File: config.mk
export PLATFORM = sky130hd
export DESIGN_NAME = fetch_unit
export DESIGN_NICKNAME = d
export VERILOG_FILES = /design/src/rtl/fetch_unit.sv
export SDC_FILE = /design/constraint.sdc
export NUM_CORES = 1
export LEC_CHECK = 0
export BUFFER_PORTS_ARGS = -buffer_cell sky130_fd_sc_hd__buf_2
export CORE_ASPECT_RATIO = 0.5
export CORE_MARGIN = 4
export CORE_UTILIZATION = 31
export DETAILED_ROUTE_END_ITERATION = 10
export GPL_ROUTABILITY_DRIVEN = 1
export GPL_TIMING_DRIVEN = 0
export HOLD_SLACK_MARGIN = 0.12
export PLACE_DENSITY_LB_ADDON = 0.15
export SYNTH_ARGS = -nofsm -noshare
export SYNTH_HDL_FRONTEND = slang
export SYNTH_SLANG_ARGS = --single-unit
File: constraint.sdc
create_clock -name clk -period 4.25 [get_ports clk]
set_input_delay 0.425 -clock clk [delete_from_list [all_inputs] [get_ports clk]]
set_output_delay 0.425 -clock clk [all_outputs]
set_load 0.03 [all_outputs]
File: src/rtl/fetch_unit.sv
// fetch_unit: instruction fetch sequencer.
//
// Fetches instructions from a ready/ack instruction memory starting at
// address 0, presents each to a downstream decoder with a valid/ready
// handshake, and advances the program counter either sequentially or to an
// absolute branch target. Execution finishes when the next address falls
// outside the program.
//
// Ports
//   clk, reset            rising-edge clock, asynchronous active-high reset
//   start                 one-cycle pulse, (re)starts execution at address 0
//   imem_req/addr         instruction memory read request and address (= pc)
//   imem_ack/rdata        read completion and instruction word (same cycle)
//   instr_valid/instr     fetched instruction presented downstream
//   opcode                top three bits of instr
//   instr_ready           downstream accepts the presented instruction
//   branch/taken/target   redirect inputs, sampled only in the accept cycle
//   retired               saturating count of accepted instructions
//   done                  program finished, unit idle
//
// state   | meaning
// --------+---------------------------------------------------------
// S_IDLE  | out of reset, waiting for start
// S_FETCH | read request outstanding at pc
// S_HOLD  | instruction presented, waiting for instr_ready
// S_DONE  | next address beyond program end, waiting for start

module fetch_unit #(
    parameter int PC_W     = 10,
    parameter int PROG_LEN = 1024,
    parameter int I_W      = 9
) (
    input  logic            clk,
    input  logic            reset,
    input  logic            start,
    output logic            imem_req,
    output logic [PC_W-1:0] imem_addr,
    input  logic            imem_ack,
    input  logic [I_W-1:0]  imem_rdata,
    output logic            instr_valid,
    output logic [I_W-1:0]  instr,
    output logic [2:0]      opcode,
    input  logic            instr_ready,
    input  logic            branch,
    input  logic            taken,
    input  logic [PC_W-1:0] branch_target,
    output logic [15:0]     retired,
    output logic            done
);

    typedef enum logic [1:0] {
        S_IDLE  = 2'd0,
        S_FETCH = 2'd1,
        S_HOLD  = 2'd2,
        S_DONE  = 2'd3
    } state_t;

    // One extra bit so PROG_LEN = 2^PC_W is representable and pc+1 never wraps.
    localparam logic [PC_W:0] PROG_LIMIT = (PC_W + 1)'(PROG_LEN);

    state_t          state_q, state_d;
    logic [PC_W-1:0] pc_q, pc_d;
    logic [I_W-1:0]  instr_q, instr_d;
    logic [15:0]     retired_q, retired_d;
    logic [PC_W:0]   next_pc;

    always_ff @(posedge clk or posedge reset) begin
        if (reset) begin
            state_q   <= S_IDLE;
            pc_q      <= '0;
            instr_q   <= '0;
            retired_q <= '0;
        end else begin
            state_q   <= state_d;
            pc_q      <= pc_d;
            instr_q   <= instr_d;
            retired_q <= retired_d;
        end
    end

    always_comb begin
        state_d     = state_q;
        pc_d        = pc_q;
        instr_d     = instr_q;
        retired_d   = retired_q;
        imem_req    = 1'b0;
        instr_valid = 1'b0;
        done        = 1'b0;

        if (branch && taken)
            next_pc = {1'b0, branch_target};
        else
            next_pc = {1'b0, pc_q} + (PC_W + 1)'(1);

        unique case (state_q)
            S_IDLE: begin
                if (start) begin
                    pc_d      = '0;
                    retired_d = '0;
                    state_d   = S_FETCH;
                end
            end
            S_FETCH: begin
                imem_req = 1'b1;
                if (imem_ack) begin
                    instr_d = imem_rdata;
                    state_d = S_HOLD;
                end
            end
            S_HOLD: begin
                instr_valid = 1'b1;
                if (instr_ready) begin
                    if (retired_q != 16'hFFFF)
                        retired_d = retired_q + 16'd1;
                    if (next_pc >= PROG_LIMIT) begin
                        state_d = S_DONE;
                    end else begin
                        pc_d    = next_pc[PC_W-1:0];
                        state_d = S_FETCH;
                    end
                end
            end
            S_DONE: begin
                done = 1'b1;
                if (start) begin
                    pc_d      = '0;
                    retired_d = '0;
                    state_d   = S_FETCH;
                end
            end
            default: state_d = S_IDLE;
        endcase
    end

    assign imem_addr = pc_q;
    assign instr     = instr_q;
    assign opcode    = instr_q[I_W-1 -: 3];
    assign retired   = retired_q;

endmodule

=== Word level (Yosys, flattened, before mapping) ===
Cells that the tools add are included.

* Add/subtract/negate cells: 2
* $lt $le $gt $ge: 1
* Eq/ne operators: 9
* Muxes and demuxes: 17
* Reduce and logical (&&, ||, !) cells: 8

{| class="wikitable"
|+ Operators with widths
! cell !! count
|-
| 16-bit 2-to-1 mux || 3
|-
| 16-bit one-hot mux with 2 select lines || 1
|-
| 10-bit 2-to-1 mux || 3
|-
| 10-bit one-hot mux with 2 select lines || 1
|-
| 16-bit by 1-bit adder with 16-bit output, second input constant || 1
|-
| 16-bit inequality test, second input constant || 1
|-
| 10-bit by 1-bit adder with 11-bit output, second input constant || 1
|-
| 11-bit >= comparator, second input constant || 1
|-
| 11-bit 2-to-1 mux || 1
|-
| 2-bit 2-to-1 mux || 4
|-
| 2-bit inequality test, second input constant || 4
|-
| 4-bit AND reduction || 2
|-
| 2-bit one-hot mux with 3 select lines || 1
|-
| 2-bit == test, second input constant || 2
|-
| 1-bit 2-to-1 mux || 3
|-
| 3-bit AND reduction || 1
|-
| 2-bit by 1-bit == test with 1-bit output, second input constant || 1
|-
| 2-bit logical NOT || 1
|-
| 2-bit by 1-bit inequality test with 1-bit output, second input constant || 1
|-
| 2-bit AND reduction || 1
|-
| 2-bit nonzero test || 1
|-
| 2-bit OR reduction || 1
|-
| 1-bit logical AND || 1
|}

* Register bits: 37

=== Logic depth before layout (Yosys ltp) ===
* Depth in word-level cells: 6
* Gate-level depth with buffers: 8

=== Worst setup path after synthesis ===
OpenSTA, ideal clock, no wires.

* Path type: reg-to-reg
* Start: reg pc_q[0], in the netlist imem_addr[0]
* End: reg pc_q[0], in the netlist imem_addr[0]
* Library setup time: 0.096 ns
* Data arrival time: 1.975 ns
* Required time: 4.154 ns
* Slack: 2.179 ns
* Cell stages (with the launch flop): 8
* Path buffers: 1
* Clock period less this slack: 2.071 ns
* Cells stage by stage: dfrtp_1 -> ha_1 -> nand3_1 -> or3_4 -> o31ai_2 -> buf_4 -> o21ai_0 -> o31ai_1

* Cells in the longest elaborated chain, start to end: 5

{| class="wikitable"
|+ Ends and longest elaborated chain
! element !! RTL line !! source
|-
| start, declared || 62 || <nowiki>logic [PC_W-1:0] pc_q, pc_d;</nowiki>
|-
| start signal, assigned || 75 || <nowiki>pc_q <= pc_d;</nowiki>
|-
| 10-bit by 1-bit adder with 11-bit output * || 93 || <nowiki>next_pc = {1'b0, pc_q} + (PC_W + 1)'(1);</nowiki>
|-
| 11-bit 2-to-1 mux * || 90 || <nowiki>if (branch && taken)</nowiki>
|-
| 11-bit >= comparator / 10-bit 2-to-1 mux (equally long branches) || 115 || <nowiki>if (next_pc >= PROG_LIMIT) begin</nowiki>
|-
| 2-bit inequality test (no line) / 10-bit 2-to-1 mux (equally long branches) || -- ||
|-
| 4-bit AND reduction (no line) / 10-bit one-hot mux with 2 select lines (equally long branches) || -- ||
|}

Every way passes the cells marked *; elsewhere a longest branch is shown, timed or not. The select of a mux whose other input is x is not followed.
A chain may end at the register's enable or synchronous reset.

=== Final worst setup path ===
Same ends and word-level chain as after synthesis.

==> impl_metrics.tcl <==
set metrics [dict create \
    yosys.area.top_type "dfrtp_1" \
    synth_compound_area_share_pct 18.5 \
    cp-end-kind "register" \
    wl_um 5560 \
    post_cts_buffers 0 \
    start_util_pct 33.3 \
    ys_top_cells_by_count "37 x dfrtp_1, 28 x o21ai_0, 26 x nand2_1" \
    drv_slew 0 \
    cts-hold-fix-buffers 0 \
    max_cap_violations 0 \
    final_hold_viol_count 0 \
    ios 67 \
    tritoncts "yes" \
    gp_congestion 0.815 \
    ys_types 39 \
    p_leak_uw 0.00127 \
    first_global_vias 1956 \
    muxShareOfSynthArea_pct 8.76 \
    netlist_instances 228 \
    rows 20 \
    synth_area_leaders "dfrtp_1 44%, o21ai_0 6.7%, mux2_2 5.9%" \
    drtPass1Iterations 4 \
    yosysSeqAreaShare_pct 44.1 \
    synth_xor_xnor_area_share_pct 0 \
    wl_per_cell_um 14.3 \
    num-nets-final 332 \
    dieArea_um2 8240 \
    min_period_ns 2.12 \
    hold_class "input pin to asynchronous set/reset pin" \
    slew_headroom_pct 46.1 \
    power.density_nw_per_um2 701 \
    grt_start_max_net_pins 38 \
    cp_slowest_cell "or3_4" \
    clockBufferDepth 2 \
    max-vdd-ir-drop_mv 0.216 \
    crit_arrival_ns 2.31 \
    syn_area_um2 2100 \
    status "complete, no violations" \
    area_growth_syn_to_layout_pct 30.0 \
    clockRootBuffer "clkbuf_16" \
    hpwl_um 4080 \
    insertion_delay_ns 0.29 \
    finalCritPeriodShare_pct 49.8 \
    synth.most_common_cell "dfrtp_1" \
    cp_max_fo 10 \
    via_per_inst 4.99 \
    drive_gt1_share_pct 33.1 \
    cts_buffers 5 \
    die_h_um 66.2 \
    clock-sinks 37 \
    tns_ns 0 \
    clk_pin_slew_ns 0.06 \
    synth_top_area_share_pct 44.1 \
    async_reset_ff_share_pct 100 \
    ctsResizeCount 0 \
    core_um2 6310 \
    die_x_um 124 \
    rsz0062_at_grt "false" \
    grt_pass1_wl_um 9460 \
    start_kind "register" \
    syn_avg_cell_area_um2 9.21 \
    place_ws_ns 2.17 \
    grt-ovfl-total 0 \
    worst-setup-path-type "register to register" \
    n_antenna_cell 0 \
    r2r_slack_ns 2.13 \
    path_buf_inv 1 \
    synth_top_family_by_area "simple AND/OR/NAND/NOR gates" \
    crit_chain "ha_1, nand3_1, or3_4, o31ai_2, buf_4, o21ai_0, o31ai_1" \
    vias 1945 \
    port_buffers 66 \
    drtAntennaViolNets 0 \
    synthAdderAreaFrac_pct 2.98 \
    path_delay_family "simple AND/OR/NAND/NOR gates" \
    max_stage_delay_ns 0.48 \
    critPathRequiredTime_ns 4.44 \
    yosys_warnings 0 \
    worstMarginPinSlew_ns 0.808 \
    fin_worst_skew_ns 0.00554 \
    ys_ff_latch 37 \
    grtUsageTotal_pct 14.3 \
    setup_ws_ns 2.13 \
    synth_ff_type "dfrtp_1" \
    h-tree-depth 2 \
    synthSimpleGateAreaFrac_pct 21.8 \
    syn_nets 259 \
    setup_violations 0 \
    fmax_ghz 0.472 \
    drc 0 \
    drt-initial-drc-count 73 \
    power_uw 1910 \
    antenna_found_initial 0 \
    synth_edf_count 0 \
]
-- power breakdown --
part / internal [µW] / switching (µW)
Combinational: 318 / 597
Clock: 335 / 152
Sequential: 438 / 75.4
-- per-layer routing --
metal	up-vias	global-route usage, %	wire [µm]
met1	921	18.5	2730
met5	-	0	0
met3	8	4.76	298
li1	969	-	-
met4	0	5.60	78
met2	47	22.2	2460
-- cell usage in the layout (no fill, tap or decap), types with 5 or more instances in the layout --
master	instances
o31ai_1	5
a21oi_1	14
clkbuf_16	5
nand2_1	26
mux2i_1	6
nor2_1	18
nand2b_1	5
buf_2	66
o21ai_0	28
mux2_2	11
nand3_1	10
nor3_1	6
dfrtp_1	37
inv_1	6
ha_1	5
-- metrics by stage --
step                area [µm²]  hold WS, ns  utilization (%)  cells
finish                    2730        0.282             43.3    390
global route              2730        0.362             43.3    390
CTS                       2730        0.332             43.3    390
detailed placement        2540        0.487             40.3    382
global placement          2540        0.484             40.3    382
floorplan                 2100        0.521                -    228
-- layout make-up --
class / instances / area (µm²)
Clock inverter: 3 / 65.1
Buffer: 9 / 56.3
Tap cell: 88 / 110
Multi-Input combinational cell: 175 / 1090
Sequential cell: 37 / 926
Clock buffer: 5 / 125
Fill cell: 655 / 3570
Timing Repair Buffer: 66 / 330
Inverter: 7 / 26.3
-- final timing paths --
check,startpoint,end,cells after the start
max in group asynchronous,reset,imem_addr[4],2
min in group clk,imem_rdata[3],instr[3],2
worst min register to register,instr[4],instr[4],1
worst min-delay path,reset,instr[8],2
worst max-delay path,imem_addr[0],imem_addr[0],7
worst max register to register,imem_addr[0],imem_addr[0],7
-- worst register-to-register path: stages, from the launching register on --
cell     delay, ns
dfrtp_1       0.44
ha_1          0.23
nand3_1       0.19
or3_4         0.48
o31ai_2       0.30
buf_4         0.22
o21ai_0       0.10
o31ai_1       0.07
-- cell families after synthesis --
group           after synthesis
simple gates                 91
flops                        37
fa+ha+maj                     5
compound gates               62
buf+inv                      16
mux                          17
-- flip-flops by register name, summed over array words and instances, names as in the netlist --
signal     count
imem_addr     10
instr          9
retired       16
state_q        2
Note: power is estimated with default switching activity, not from simulation.
